File: src/rtl/usb_status_regfile.sv
// USB GPI status register file: capture, sticky events, irq mask, connect count.
// Optional USB_STATUS_TIMESTAMP_EN adds a free-running timestamp and TSWRAP event.
module usb_status_regfile #(
  parameter int DATA_W = 16,
  parameter int CNT_W  = 8
) (
  input  logic              clk,
  input  logic              reset,
  input  logic              gpi_value,
  input  logic              gpi_valid,
  input  logic              cable_connected,
  input  logic [2:0]        reg_addr,
  input  logic              reg_wr,
  input  logic [DATA_W-1:0] reg_wdata,
  input  logic              reg_rd,
  output logic [DATA_W-1:0] reg_rdata,
  output logic              reg_rvalid,
  output logic              irq
);

`ifdef USB_STATUS_TIMESTAMP_EN
  localparam logic [4:0] EVT_MASK = 5'h1f;
`else
  localparam logic [4:0] EVT_MASK = 5'h0f;
`endif

  localparam logic [2:0] A_STATUS = 3'd0;
  localparam logic [2:0] A_EVENTS = 3'd1;
  localparam logic [2:0] A_MASK   = 3'd2;
  localparam logic [2:0] A_COUNT  = 3'd3;
  localparam logic [2:0] A_TS     = 3'd4;

  logic              cable_prev_q, cable_prev_d;
  logic              cap_value_q, cap_value_d;
  logic              cap_valid_q, cap_valid_d;
  logic [4:0]        events_q, events_d;
  logic [4:0]        mask_q, mask_d;
  logic [CNT_W-1:0]  conn_cnt_q, conn_cnt_d;
  logic [DATA_W-1:0] rdata_q, rdata_d;
  logic              rvalid_q, rvalid_d;
  logic              irq_q, irq_d;

  logic              connect_evt;
  logic              disconnect_evt;
  logic              wr_events;
  logic              wr_mask;
  logic              wr_count;
  logic [4:0]        evt_clr;
  logic [4:0]        evt_set;
  logic              ovr_set;
  logic [DATA_W-1:0] rd_mux;
  logic              ts_wrap;
  logic [DATA_W-1:0] ts_rd;
  logic              unused_wdata;

  assign unused_wdata = ^reg_wdata;

`ifdef USB_STATUS_TIMESTAMP_EN
  logic [DATA_W-1:0] ts_cnt_q, ts_cnt_d;
  logic [DATA_W-1:0] ts_q, ts_d;

  always_comb begin
    ts_cnt_d = ts_cnt_q + DATA_W'(1);
    ts_d     = gpi_valid ? ts_cnt_q : ts_q;
  end

  always_ff @(posedge clk) begin
    if (reset) begin
      ts_cnt_q <= '0;
      ts_q     <= '0;
    end else begin
      ts_cnt_q <= ts_cnt_d;
      ts_q     <= ts_d;
    end
  end

  assign ts_wrap = &ts_cnt_q;
  assign ts_rd   = ts_q;
`else
  assign ts_wrap = 1'b0;
  assign ts_rd   = '0;
`endif

  assign connect_evt    = cable_connected & ~cable_prev_q;
  assign disconnect_evt = ~cable_connected & cable_prev_q;

  assign wr_events = reg_wr & (reg_addr == A_EVENTS);
  assign wr_mask   = reg_wr & (reg_addr == A_MASK);
  assign wr_count  = reg_wr & (reg_addr == A_COUNT);

  // OVR only counts a capture that lands on a CAP nobody is acknowledging
  assign evt_clr = wr_events ? (reg_wdata[4:0] & EVT_MASK) : 5'h0;
  assign ovr_set = gpi_valid & events_q[2] & ~evt_clr[2];
  assign evt_set = {ts_wrap, ovr_set, gpi_valid,
                    disconnect_evt, connect_evt};

  always_comb begin
    rd_mux = '0;
    case (reg_addr)
      A_STATUS: rd_mux[2:0] = {cap_valid_q, cable_prev_q,
                               cap_value_q};
      A_EVENTS: rd_mux[4:0] = events_q;
      A_MASK:   rd_mux[4:0] = mask_q;
      A_COUNT:  rd_mux[CNT_W-1:0] = conn_cnt_q;
      A_TS:     rd_mux = ts_rd;
      default:  rd_mux = '0;
    endcase
  end

  always_comb begin
    cable_prev_d = cable_connected;
    cap_value_d  = gpi_valid ? gpi_value : cap_value_q;
    cap_valid_d  = cap_valid_q;
    if (gpi_valid)
      cap_valid_d = 1'b1;
    else if (disconnect_evt)
      cap_valid_d = 1'b0;

    events_d = ((events_q & ~evt_clr) | evt_set) & EVT_MASK;
    mask_d   = wr_mask ? (reg_wdata[4:0] & EVT_MASK) : mask_q;

    // a clear racing a connect edge leaves that edge counted
    conn_cnt_d = conn_cnt_q;
    if (wr_count)
      conn_cnt_d = connect_evt ? CNT_W'(1) : '0;
    else if (connect_evt && (conn_cnt_q != '1))
      conn_cnt_d = conn_cnt_q + CNT_W'(1);

    rdata_d  = reg_rd ? rd_mux : '0;
    rvalid_d = reg_rd;
    irq_d    = |(events_q & mask_q);
  end

  always_ff @(posedge clk) begin
    if (reset) begin
      cable_prev_q <= 1'b0;
      cap_value_q  <= 1'b0;
      cap_valid_q  <= 1'b0;
      events_q     <= '0;
      mask_q       <= '0;
      conn_cnt_q   <= '0;
      rdata_q      <= '0;
      rvalid_q     <= 1'b0;
      irq_q        <= 1'b0;
    end else begin
      cable_prev_q <= cable_prev_d;
      cap_value_q  <= cap_value_d;
      cap_valid_q  <= cap_valid_d;
      events_q     <= events_d;
      mask_q       <= mask_d;
      conn_cnt_q   <= conn_cnt_d;
      rdata_q      <= rdata_d;
      rvalid_q     <= rvalid_d;
      irq_q        <= irq_d;
    end
  end

  assign reg_rdata  = rdata_q;
  assign reg_rvalid = rvalid_q;
  assign irq        = irq_q;

endmodule

File: config.mk
export PLATFORM = sky130hd
export DESIGN_NAME = usb_status_regfile
export DESIGN_NICKNAME = d
export VERILOG_FILES = /design/src/rtl/usb_status_regfile.sv
export SDC_FILE = /design/constraint.sdc
export NUM_CORES = 1
export LEC_CHECK = 0
export ABC_AREA = 1
export CORE_MARGIN = 5
export CORE_UTILIZATION = 41
export CTS_CLUSTER_DIAMETER = 50
export DETAILED_ROUTE_END_ITERATION = 16
export GPL_ROUTABILITY_DRIVEN = 0
export GPL_TIMING_DRIVEN = 0
export PLACE_DENSITY = 0.77
export SYNTH_ARGS = -nofsm -noshare
export SYNTH_HDL_FRONTEND = slang
export SYNTH_SLANG_ARGS = --single-unit
File: constraint.sdc
create_clock -name clk -period 1.4 [get_ports clk]
set_clock_uncertainty 0.05 [all_clocks]
set_input_delay 0.14 -clock clk [delete_from_list [all_inputs] [get_ports clk]]
set_output_delay 0.14 -clock clk [all_outputs]
set_load 0.005 [all_outputs]
**Yosys cells after proc, flatten, opt, wreduce, memory -nomap -nowiden**

Cells that the tools add are included.

- Output and inout bits: 18
- Input bits: 26
- Word-level logic and storage cells: 47
- Bits in registers: 37

- Multiplexer cells: 8
- Add/subtract/negate cells: 1
- Eq/ne operators: 4
- Bitwise operators: 16
- Reductions and logical operators: 7

Operators with widths:

| operator | number |
|---|---|
| 8-bit two-way mux | 2 |
| 3-bit one-hot mux with 4 select lines | 1 |
| 8-bit by 1-bit adder with 8-bit output (second input constant) | 1 |
| 4-bit bitwise AND | 2 |
| 8-bit != test (second input constant) | 1 |
| 1-bit bitwise AND | 7 |
| 3-bit by 2-bit == test with 1-bit output (second input constant) | 2 |
| 2-bit one-hot mux with 3 select lines | 1 |
| 1-bit inverter | 5 |
| 5-bit OR reduction | 1 |
| 4-bit two-way mux | 1 |
| 4-bit inverter | 1 |
| 4-bit bitwise OR | 1 |
| 2-bit nonzero test | 2 |
| 3-bit by 1-bit == test with 1-bit output (second input constant) | 1 |
| 3-bit logical NOT | 1 |
| 1-bit two-way mux | 3 |
| 3-bit OR reduction | 1 |
| 2-bit OR reduction | 1 |
| 1-bit logical AND | 1 |

**Logic depth before layout (Yosys ltp)**

Gate-level depths: netlist of the first run.

- Word-level depth: 6
- Depth in mapped cells: 9
- Gate-level depth less buffers: 9

**Worst setup path before layout of the first run**

Ideal clock, no wire load.

- Path type: register to register
- Start point: reg conn_cnt_q[0]
- End point: reg conn_cnt_q[5]
- Setup time: 0.111 ns
- Slack: 0.082 ns
- Data required time: 1.239 ns
- Period minus slack after synthesis: 1.318 ns
- Stages on the path, launching flop included: 10
- Arrival time: 1.157 ns
- Buffers on the path: 0
- Path through: dfxtp_1 ha_1 nand2_1 nor2_4 nand2_4 nand2_8 nand2_2 clkinv_1 nor2_1 nor2_1

- Longest elaborated chain between the ends: 3
- Elaborated cells on any way between the ends: 6
- Those cells by class: add/sub: 1; eq/ne: 1; mux: 2; reduce/logical: 2

Ends and longest elaborated chain:

| what | RTL line | RTL |
|---|---|---|
| start, declared | 38 | `logic [CNT_W-1:0] conn_cnt_q, conn_cnt_d;` |
| start signal, assigned | 151 | `conn_cnt_q <= conn_cnt_d;` |
| 8-bit by 1-bit adder with 8-bit output / 8-bit != test (equally long branches) | 127, 126 |  |
| 8-bit two-way mux / 1-bit logical AND (equally long branches) | 126 | `else if (connect_evt && (conn_cnt_q != '1))` |
| 8-bit two-way mux / 2-bit nonzero test (equally long branches) | - |  |

Parallel ways exist; a longest one is shown, timed or not. The select of a mux whose other input is x is not followed.
A chain may end at the register's enable or synchronous reset.

**Final worst setup path of the first run**

- Start point: reg rvalid_q (netlist: reg_rvalid)
- End point: out reg_rvalid

RTL lines:

| what | RTL line | RTL |
|---|---|---|
| start, declared | 40 | `logic rvalid_q, rvalid_d;` |
| start signal, assigned | 153 | `rvalid_q <= rvalid_d;` |
| end, declared | 17 | `output logic reg_rvalid,` |

No word-level cell between the ends.

==> results.json, run 1 <==
{
  "status": "finished, final reports clean",
  "core_um2": 3311,
  "grt.busiest_layer": "met2",
  "vias": 1307,
  "timing.reg2reg.setup_slack_ps": 80,
  "die_h_um": 68.41,
  "use_met1_pct": 16.62,
  "final_layout_size_suffix_gt1_share_pct": 16.10,
  "detailed_place_hpwl_um": 2183,
  "detailedRoute.firstPassIterationCount": 4,
  "final-seq-area_um2": 583.1,
  "n_fill_cell": 318,
  "grt.overflow.total": 0,
  "htreeDepth": 2,
  "starting_density_of_the_core_pct": 42.25,
  "core.rowCount": 21,
  "critical_path.n_buffers_inverters": 1,
  "worst_setup_path_start_kind": "register",
  "clock_sink_count": 29,
  "worstSetupEndpointType": "output port",
  "crit_chain": "clkdlybuf4s50_1",
  "routed_length_per_placed_instance_um": 10.33,
  "fp.dieArea_um2": 4680,
  "gr-usage-all-layers_pct": 13.45,
  "proportion_of_synthesized_chip_area_in_sequential_cells_pct": 41.50,
  "path_delay_family": "buffers and inverters",
  "grt_util_met2_pct": 22.05,
  "multi_input_gate_area_in_the_final_layout_um2": 665.6,
  "placement.io_buffers": 23,
  "avgViaCountPerCell": 4.635,
  "root_buffer": "clkbuf_4",
  "final.min_clock_period_ps": 1328,
  "grt_pass1_wl_um": 4761,
  "worstPathMaxFanout": 1,
  "layout.nets": 262,
  "timing_hold_violations_final": 0,
  "power_leakage_nw": 0.7445,
  "timing.final.crit_share_pct": 94.87,
  "clkLatencyLatePin_ps": 320,
  "maxClockFrequency_mhz": 752.9,
  "reg2reg_depth": 7,
  "total_of_max_cap_violations": 0,
  "worstPathArrival_ps": 1140,
  "chipWidth_um": 68.41,
  "diodes": 0,
  "worst_hold_slack_ps": 352.4,
  "reg2reg_from": "conn_cnt_q[0]",
  "antenna_found_initial": 0,
  "synth_seq_cells": 29,
  "grt_setup_unrepaired": "false",
  "timing.final.max_slew_violations": 0,
  "worstHoldPathCells": 3,
  "final_common_cell": "nand2_1",
  "worst_r2r_endpoint": "conn_cnt_q[2]",
  "via_count_of_the_first_global_routing_pass": 1157,
  "grt_max_degree": 11,
  "place.detailed.instances": 274,
  "drt-total-wl_um": 2913,
  "global_route.usage.met3_pct": 4.433,
  "drt-initial-drc-count": 90,
  "layout.cells.most_common_list": "nand2_1 (31), dfxtp_1 (27), nor2_1 (26), clkdlybuf4s50_1 (23), inv_1 (19)",
  "critPathMaxStageDelay_ps": 500,
  "timing.hold.worst.class": "in -> reg",
  "postCtsHoldBufs": 0,
  "syn_avg_cell_area_um2": 7.065,
  "required_time_of_the_critical_path_ps": 1210,
  "timing.final.ws_setup_ps": 71.84,
  "finish.cell_count_without_fillers": 282,
  "top_level_ports": 44,
  "tritoncts": "built",
  "detail-route-antenna-nets": 0,
  "power.density_nw_per_um2": 993.1,
  "syn_inst": 198,
  "drt_drc_violations_left": 0,
  "syn2layout_area_growth_pct": 29.96,
  "cts-buffers-inserted": 5,
  "holdCritStartpoint": "cable_connected",
  "cts.path.max_buffers": 2,
  "critical_path.slowest_cell": "clkdlybuf4s50_1",
  "post_place_setup_slack_ps": -146.8,
  "synth_cell_type_count": 22,
  "synthesized_area_um2": 1399,
  "ys_warn_count": 0,
  "peak_ir_drop_on_the_vdd_network_mv": 0.8102,
  "setup_violations": 0,
  "timing.hold.worst_endpoint": "cable_prev_q",
  "timing.setup.critical_path_class": "reg -> out",
  "clk_pin_slew_worst_paths_ps": 90
}
-- logic make-up after synthesis --
family                     share of synthesized area [%]
AOI/OAI and AO/OA                                  12.61
adders and majority gates                         0.8943
buffers and inverters                              14.04
DFF                                                41.50
other                                             0.2681
and+or+nand+nor                                    30.68
-- synthesized netlist by cell type (all sizes together) --
master / instances / area, um^2
nand2: 35 / 157.7
nand3: 17 / 85.08
o22ai: 9 / 56.30
or2: 1 / 6.260
clkinv: 3 / 11.26
nor2: 30 / 130.1
a21oi: 17 / 85.08
nand4: 8 / 50.05
conb: 1 / 3.750
inv: 29 / 108.9
dfxtp: 29 / 580.6
buf: 10 / 72.56
clkbuf: 1 / 3.750
ha: 1 / 12.51
o21ai: 7 / 35.03
-- registers in the layout, summed over array words and instances (netlist names) --
register,count
cap_value_q,1
irq,1
conn_cnt_q,8
reg_rvalid,1
cap_valid_q,1
cable_prev_q,1
events_q,4
mask_q,4
reg_rdata,8
-- per-stage QoR --
step	total power, mW	utilization [%]	TNS (ps)	instance area (um^2)
finish	1.805	54.91	0	1818
global route	1.906	54.91	0	1818
CTS	1.814	54.46	0	1803
detailed placement	1.113	51.74	-1362	1713
global placement	1.108	51.74	-1144	1713
floorplan	1.031	-	0	1425
-- report_power, final --
group | switching (mW) | leakage, nW | total [mW] | internal (mW)
clock | 0.276 | 0.0455 | 0.702 | 0.426
combinational | 0.117 | 0.461 | 0.221 | 0.104
sequential | 0.0250 | 0.238 | 0.883 | 0.858
-- tightest hold or removal path, cell delays in order --
cell             delay (ps)
clkdlybuf4s50_1         410
inv_2                    90
nor2_1                   40
-- area by class of cell --
| cell class | count | share of cell area (%) |
|---|---|---|
| buffer | 11 | 4.198 |
| clock buffer | 7 | 3.028 |
| tap | 46 | 3.166 |
| multi-input combinational | 133 | 36.61 |
| sequential | 29 | 32.07 |
| inverter | 32 | 6.607 |
| timing repair buffer | 23 | 12.66 |
| clock inverter | 1 | 1.652 |
-- routing by layer --
layer	routed length, um	part of all wire, %
met5	0	0
met4	34	1.2
met3	223	7.7
met2	1302	45
met1	1352	46
-- how the worst max path moves through the flow --
stage | end | cells past startpoint | start
floorplan | conn_cnt_q[5] | 9 | conn_cnt_q[0]
global placement | events_q[0] | 6 | reg_addr[0]
detailed placement | events_q[0] | 7 | reg_addr[1]
CTS | conn_cnt_q[7] | 8 | conn_cnt_q[0]
global route | conn_cnt_q[5] | 9 | conn_cnt_q[0]
finish | reg_rvalid | 1 | reg_rvalid
-- repair_timing --
item / in CTS / in global routing
setup endpoints to repair: 8 / 9
buffers inserted: 0 / 0
gates resized for setup: 3 / 3
No activity file was read; power rests on OpenSTA's default activity.
==> run 2, diff against run 1 <==
--- a/config.mk
+++ b/config.mk
@@ -10,7 +10,7 @@
 export CORE_UTILIZATION = 41
 export CTS_CLUSTER_DIAMETER = 50
 export DETAILED_ROUTE_END_ITERATION = 16
-export GPL_ROUTABILITY_DRIVEN = 0
+export GPL_ROUTABILITY_DRIVEN = 1
 export GPL_TIMING_DRIVEN = 0
 export PLACE_DENSITY = 0.77
 export SYNTH_ARGS = -nofsm -noshare
==> results of run 2 <==
No change in the layout: final DEF, timing and power equal those of run 1.
==> run 3, diff against run 2 <==
--- a/config.mk
+++ b/config.mk
@@ -5,14 +5,14 @@
 export SDC_FILE = /design/constraint.sdc
 export NUM_CORES = 1
 export LEC_CHECK = 0
-export ABC_AREA = 1
 export CORE_MARGIN = 5
-export CORE_UTILIZATION = 41
+export CORE_UTILIZATION = 40
 export CTS_CLUSTER_DIAMETER = 50
 export DETAILED_ROUTE_END_ITERATION = 16
 export GPL_ROUTABILITY_DRIVEN = 1
 export GPL_TIMING_DRIVEN = 0
-export PLACE_DENSITY = 0.77
+export PLACE_DENSITY = 0.76
+export REMOVE_ABC_BUFFERS = 1
 export SYNTH_ARGS = -nofsm -noshare
 export SYNTH_HDL_FRONTEND = slang
 export SYNTH_SLANG_ARGS = --single-unit
==> run 3 against run 2 <==
Net effect: synthesized cell count is 28% lower; sequential share of layout area increased by 3.6 points; first-iteration DRC count is 51% lower; maximum frequency up 0.29%; routed wire length decreased by 7.7%; sequential power down 2%; setup slack better by 3.8 ps; area after synthesis shrank 4.4%; critical path type unchanged; critical endpoint is now reg_rdata[0]; largest power group unchanged.
==> results.json, run 3 <==
{
  "placement.io_buffers": 23,
  "timing.final.crit_share_pct": 94.59,
  "timing.hold.worst_endpoint": "reg_rdata[3]",
  "fp.dieArea_um2": 4600,
  "power.density_nw_per_um2": 902.2,
  "tritoncts": "built",
  "synth_cell_type_count": 43,
  "worst_r2r_endpoint": "conn_cnt_q[1]",
  "worstSetupEndpointType": "output port",
  "grt.overflow.total": 0,
  "clkLatencyLatePin_ps": 320,
  "synth_enable_flop_cells": 0,
  "worstPathArrival_ps": 1130,
  "total_of_max_cap_violations": 0,
  "p_total_mw": 1.474,
  "worst_setup_path_start_kind": "register",
  "final_common_cell": "dfxtp_1",
  "grt_setup_unrepaired": "false",
  "setup_violations": 0,
  "timing.final.max_slew_violations": 0,
  "reg2reg_from": "conn_cnt_q[3]",
  "htreeDepth": 2,
  "critical_path.n_buffers_inverters": 1,
  "die_h_um": 67.83,
  "worst_hold_slack_ps": 175.6,
  "required_time_of_the_critical_path_ps": 1210,
  "status": "finished, final reports clean",
  "worst_max_slew_pin_slew_ps": 536.1,
  "vias": 1072,
  "timing.final.ws_setup_ps": 75.67,
  "ys_async_sr_fraction_pct": 0,
  "crit_chain": "clkdlybuf4s50_1",
  "relSlewSlack_pct": 64.26,
  "routed_length_per_placed_instance_um": 12.62,
  "root_buffer": "clkbuf_4",
  "via_count_of_the_first_global_routing_pass": 994,
  "chipWidth_um": 67.83,
  "holdCritStartpoint": "reg_addr[1]",
  "placement.cell_area_um2": 1555,
  "antenna_found_initial": 0,
  "timing.hold.worst.class": "in -> reg",
  "synth_largest_area_cell": "dfxtp_1",
  "ys_warn_count": 0,
  "path_delay_family": "buffers and inverters",
  "worstPathMaxFanout": 1,
  "proportion_of_synthesized_chip_area_in_sequential_cells_pct": 43.41,
  "place.detailed.instances": 205,
  "diodes": 0,
  "layout.cells.most_common_list": "dfxtp_1 (27), clkdlybuf4s50_1 (19), nor2_1 (18), mux2i_1 (12), nand2_1 (9)",
  "grt_max_degree": 16,
  "yosysTopAreaCellShare_pct": 43.41,
  "timing_hold_violations_final": 0,
  "core.rowCount": 21,
  "top_level_ports": 44,
  "peak_ir_drop_on_the_vdd_network_mv": 0.2956,
  "power_leakage_nw": 0.6364,
  "critPathMaxStageDelay_ps": 490,
  "detailed_place_hpwl_um": 1989,
  "synth_top_flop_cell": "dfxtp_1",
  "synthesized_area_um2": 1338,
  "drt-initial-drc-count": 44,
  "finish.cell_count_without_fillers": 213,
  "avgViaCountPerCell": 5.033,
  "drt_drc_violations_left": 0,
  "synth_seq_cells": 29,
  "worstHoldPathCells": 3,
  "syn_inst": 142,
  "cts-buffers-inserted": 5,
  "final.min_clock_period_ps": 1324,
  "grt_pass1_wl_um": 4333,
  "timing.reg2reg.setup_slack_ps": 90,
  "cts.path.max_buffers": 2,
  "timing.setup.critical_path_class": "reg -> out",
  "gp_congestion": 0.8329,
  "critical_path.slowest_cell": "clkdlybuf4s50_1",
  "syn_avg_cell_area_um2": 9.419,
  "starting_density_of_the_core_pct": 40.72,
  "postCtsHoldBufs": 0,
  "setup-tns-final_ps": 0,
  "post_place_setup_slack_ps": -515.1,
  "core_um2": 3284,
  "n_fill_cell": 304,
  "ys_top_cells_by_count": "dfxtp_1 (29), nor2_1 (18), mux2i_1 (12)",
  "synth.most_common_cell": "dfxtp_1",
  "clk_pin_slew_worst_paths_ps": 90,
  "detailedRoute.firstPassIterationCount": 4,
  "synth_area_leaders": "dfxtp_1 (43%), mux2i_1 (9.0%), nor2_1 (5.1%)",
  "gr-usage-all-layers_pct": 12.67,
  "final_layout_size_suffix_gt1_share_pct": 13.77,
  "layout.nets": 193,
  "syn2layout_area_growth_pct": 22.17,
  "reg2reg_depth": 4,
  "detail-route-antenna-nets": 0,
  "final_core_utilization_pct": 49.75,
  "cts.repair_timing.setup_buffer_count": 0,
  "drt-total-wl_um": 2689,
  "maxClockFrequency_mhz": 755.1,
  "clock_sink_count": 29,
  "postLayoutCellArea_um2": 1634
}
==> run 3: cell count changes after synthesis, sizes merged, moves of 5 or more <==
cell	before	now
nand4	8	0
nand2	35	9
inv	29	2
nor2	30	18
mux2i	0	12
a21oi	17	7
and2	0	8
nand3	17	1
o22ai	9	3
o21ai	7	2
==> run 3: power by group <==
part	switching [mW]	internal [mW]
combinational	0.0694	0.0804
clock	0.267	0.191
sequential	0.0197	0.848
total	0.356	1.12
==> run 3: final cells by class <==
class	instances	area (um^2)	share of cell area, %
inverter	2	7.507	0.4594
clock inverter	2	10.01	0.6126
sequential	29	583.1	35.68
clock buffer	6	41.29	2.527
tap	46	57.56	3.522
multi-input combinational	105	701.9	42.96
timing repair buffer	23	232.7	14.24
==> run 3: cells by family (layout without fill, tap and decap cells) <==
group,after synthesis,after routing,synth area share [%]
and+or+nand+nor,58,58,24.79
DFF,29,29,43.41
AOI/OAI and AO/OA,23,23,11.69
buffers and inverters,15,33,7.764
muxes,13,13,9.823
xor gates and xnor gates,2,2,1.310
adders and majority gates,1,1,0.9353
other,1,8,0.2804
==> run 3: what timing repair did <==
action | in CTS | in global routing
setup endpoints to repair | 12 | 5
gates resized for setup | 5 | 7
hold endpoints to repair | 0 | 0
==> run 3: layer usage <==
| layer | vias to the layer above | GRT usage (%) | share of wire (%) |
|---|---|---|---|
| met5 | - | 0 | 0 |
| met4 | 0 | 5.211 | 1.9 |
| met3 | 5 | 4.598 | 8.3 |
| met2 | 39 | 22.72 | 50 |
| met1 | 502 | 13.33 | 40 |
| li1 | 526 | - | - |
==> run 3: worst max-delay path by stage <==
stage | from | end | slack, ps | depth (start not counted)
3_5_place_dp | reg_addr[0] | conn_cnt_q[3] | -520 | 5
6_report | reg_rdata[0] | reg_rdata[0] | 80 | 1
2_1_floorplan | conn_cnt_q[0] | conn_cnt_q[4] | 90 | 5
4_1_cts | reg_addr[1] | conn_cnt_q[3] | 6 | 5
3_3_place_gp | reg_addr[0] | conn_cnt_q[3] | -490 | 5
5_1_grt | reg_rdata[3] | reg_rdata[3] | 5 | 1
==> run 3: worst register-to-register path: cells and delay by family (launching register included) <==
family | cells | cell delay, ps
DFF | 1 | 370
AOI/OAI and AO/OA | 1 | 270
muxes | 1 | 210
and+or+nand+nor | 2 | 310
==> variant: new RTL, config.mk and constraints of run 2 <==
`rdata_q` no longer has a reset.
--- a/src/rtl/usb_status_regfile.sv
+++ b/src/rtl/usb_status_regfile.sv
@@ -141,3 +141,2 @@
       conn_cnt_q   <= '0;
-      rdata_q      <= '0;
       rvalid_q     <= 1'b0;
@@ -151,3 +150,2 @@
       conn_cnt_q   <= conn_cnt_d;
-      rdata_q      <= rdata_d;
       rvalid_q     <= rvalid_d;
@@ -155,2 +153,6 @@
     end
+  end
+
+  always_ff @(posedge clk) begin
+    rdata_q <= rdata_d;
   end
Function: differs if reset is asserted again (counterexample within 4 cycles, from zero or initial values and one cycle with reset high); with reset held inactive, the same outputs for 10 cycles.
==> variant against run 2 <==
- sequential power is 0.8% lower
- power decreased by 12%
- design area is 0.41% higher
- setup slack worse by 0.0076 ns
- area after synthesis fell by 1.2%
- worst hold slack worse by 0.016 ns
- wire length up 7.9%
- maximum frequency fell by 0.57%
- critical path type is now flip-flop to flip-flop
- sequential cell count did not move
==> variant: results (changes against run 2) <==
The run gives 587 um^2 (+0.64%) as the total area of sequential cells. Worst-path maximum fanout: 7 (+6). The endpoint identified for the worst register-to-register timing path is conn_cnt_q[7]$_SDFFE_PP0P_. The tools report the met1 routing resource usage after global routing as 0.175 (+0.00901). The routed wirelength normalized by instance count is 10.9 um (+5.6%), and the post-place setup slack is -0.317 ns (-0.170 ns). The logs give 0.0378 (-0.00657) for the global routing met3 resource utilization and 0.551 (+0.00227) for the final core area utilization. The slack of the worst reg-to-reg path is 0.06 ns (-0.02 ns).

The detailed placement HPWL was 2.25 mm (+3.0%). The instance area at placement is 1700 um^2 (-0.95%), and the post-layout net count is 268 (+2.3%). The reported net switching power is 444 uW (+6.3%).

The sequential area share after synthesis is 0.420 (+0.00488). The worst hold path endpoint was conn_cnt_q[0]$_SDFFE_PP0P_. After synthesis, the cell types taking the most area are sky130_fd_sc_hd__dfxtp_1, sky130_fd_sc_hd__nand2_1, sky130_fd_sc_hd__inv_1, sky130_fd_sc_hd__nor2_1, sky130_fd_sc_hd__a21oi_1.

The start point of the worst hold path is reset. The critical path starts at conn_cnt_q[1]$_SDFFE_PP0P_. The tools report the number of global-route vias before repair as 1121 (-3.1%). Counting instances in the post-synthesis netlist gives the leading cell types as sky130_fd_sc_hd__nand2_1, sky130_fd_sc_hd__inv_1, sky130_fd_sc_hd__nor2_1. The worst hold margin is 0.336 ns (-0.0163 ns).

The global routing met2 resource utilization was 0.217 (-0.00389). The run finished with clean final reports. The clock-cell share of area works out to 0.0302 (-0.0166). The share of synthesized cell area in full adder, half adder and majority cells is 0.00905 (+0.000105). The run gives 5 (-2) as the number of clock buffers in the layout. Proportion of layout cells with a drive suffix above 1: 0.153 (-0.00812). The per-instance average area after synthesis is 6.91 um^2 (-2.2%). Length in cells of the worst reg-to-reg path: 9 (+2). For the first-iteration detailed-routing DRC count, the log shows 98 (+8.9%). Number of cells in the finished layout apart from fillers: 288 (+2.1%). For the total via count after detailed routing, the log shows 1323 (+1.2%).

On the critical path the largest part of the delay comes from simple AND/OR/NAND/NOR gates. The worst hold path stage count was 2 (-1). The worst path arrival time is 1.51 ns (+0.37 ns). The ratio of final minimum period to clock period is 0.954 (+0.00541). The run gives 339 (+6.6%) as the fill cell total of the finished layout.

The tools report the number of multi-input combinational cells in the layout as 137 (+3.0%). For the worst IR drop on VDD, the log shows 0.000462 V (-43%).
variant: changes by cell type after synthesis, moves of 4 or more:
cell / change
sky130_fd_sc_hd__o21ai_0: +6
sky130_fd_sc_hd__nand4_1: -5
sky130_fd_sc_hd__o21ai_1: -7
sky130_fd_sc_hd__nand2_1: +4
sky130_fd_sc_hd__inv_2: -9
sky130_fd_sc_hd__inv_1: +12
variant: worst max path at each step:
stage and end:
5_1_grt conn_cnt_q[6]$_SDFFE_PP0P_, 4_1_cts conn_cnt_q[7]$_SDFFE_PP0P_, 2_1_floorplan conn_cnt_q[6]$_SDFFE_PP0P_, 3_5_place_dp events_q[3]$_SDFF_PP0_, 3_3_place_gp events_q[0]$_SDFF_PP0_, 6_report conn_cnt_q[7]$_SDFFE_PP0P_
variant: metal layers:
metal	share of wire	vias to the layer above
li1	-	700
met1	0.45	570
met2	0.46	43
met3	0.065	10
met4	0.025	0
met5	0	-
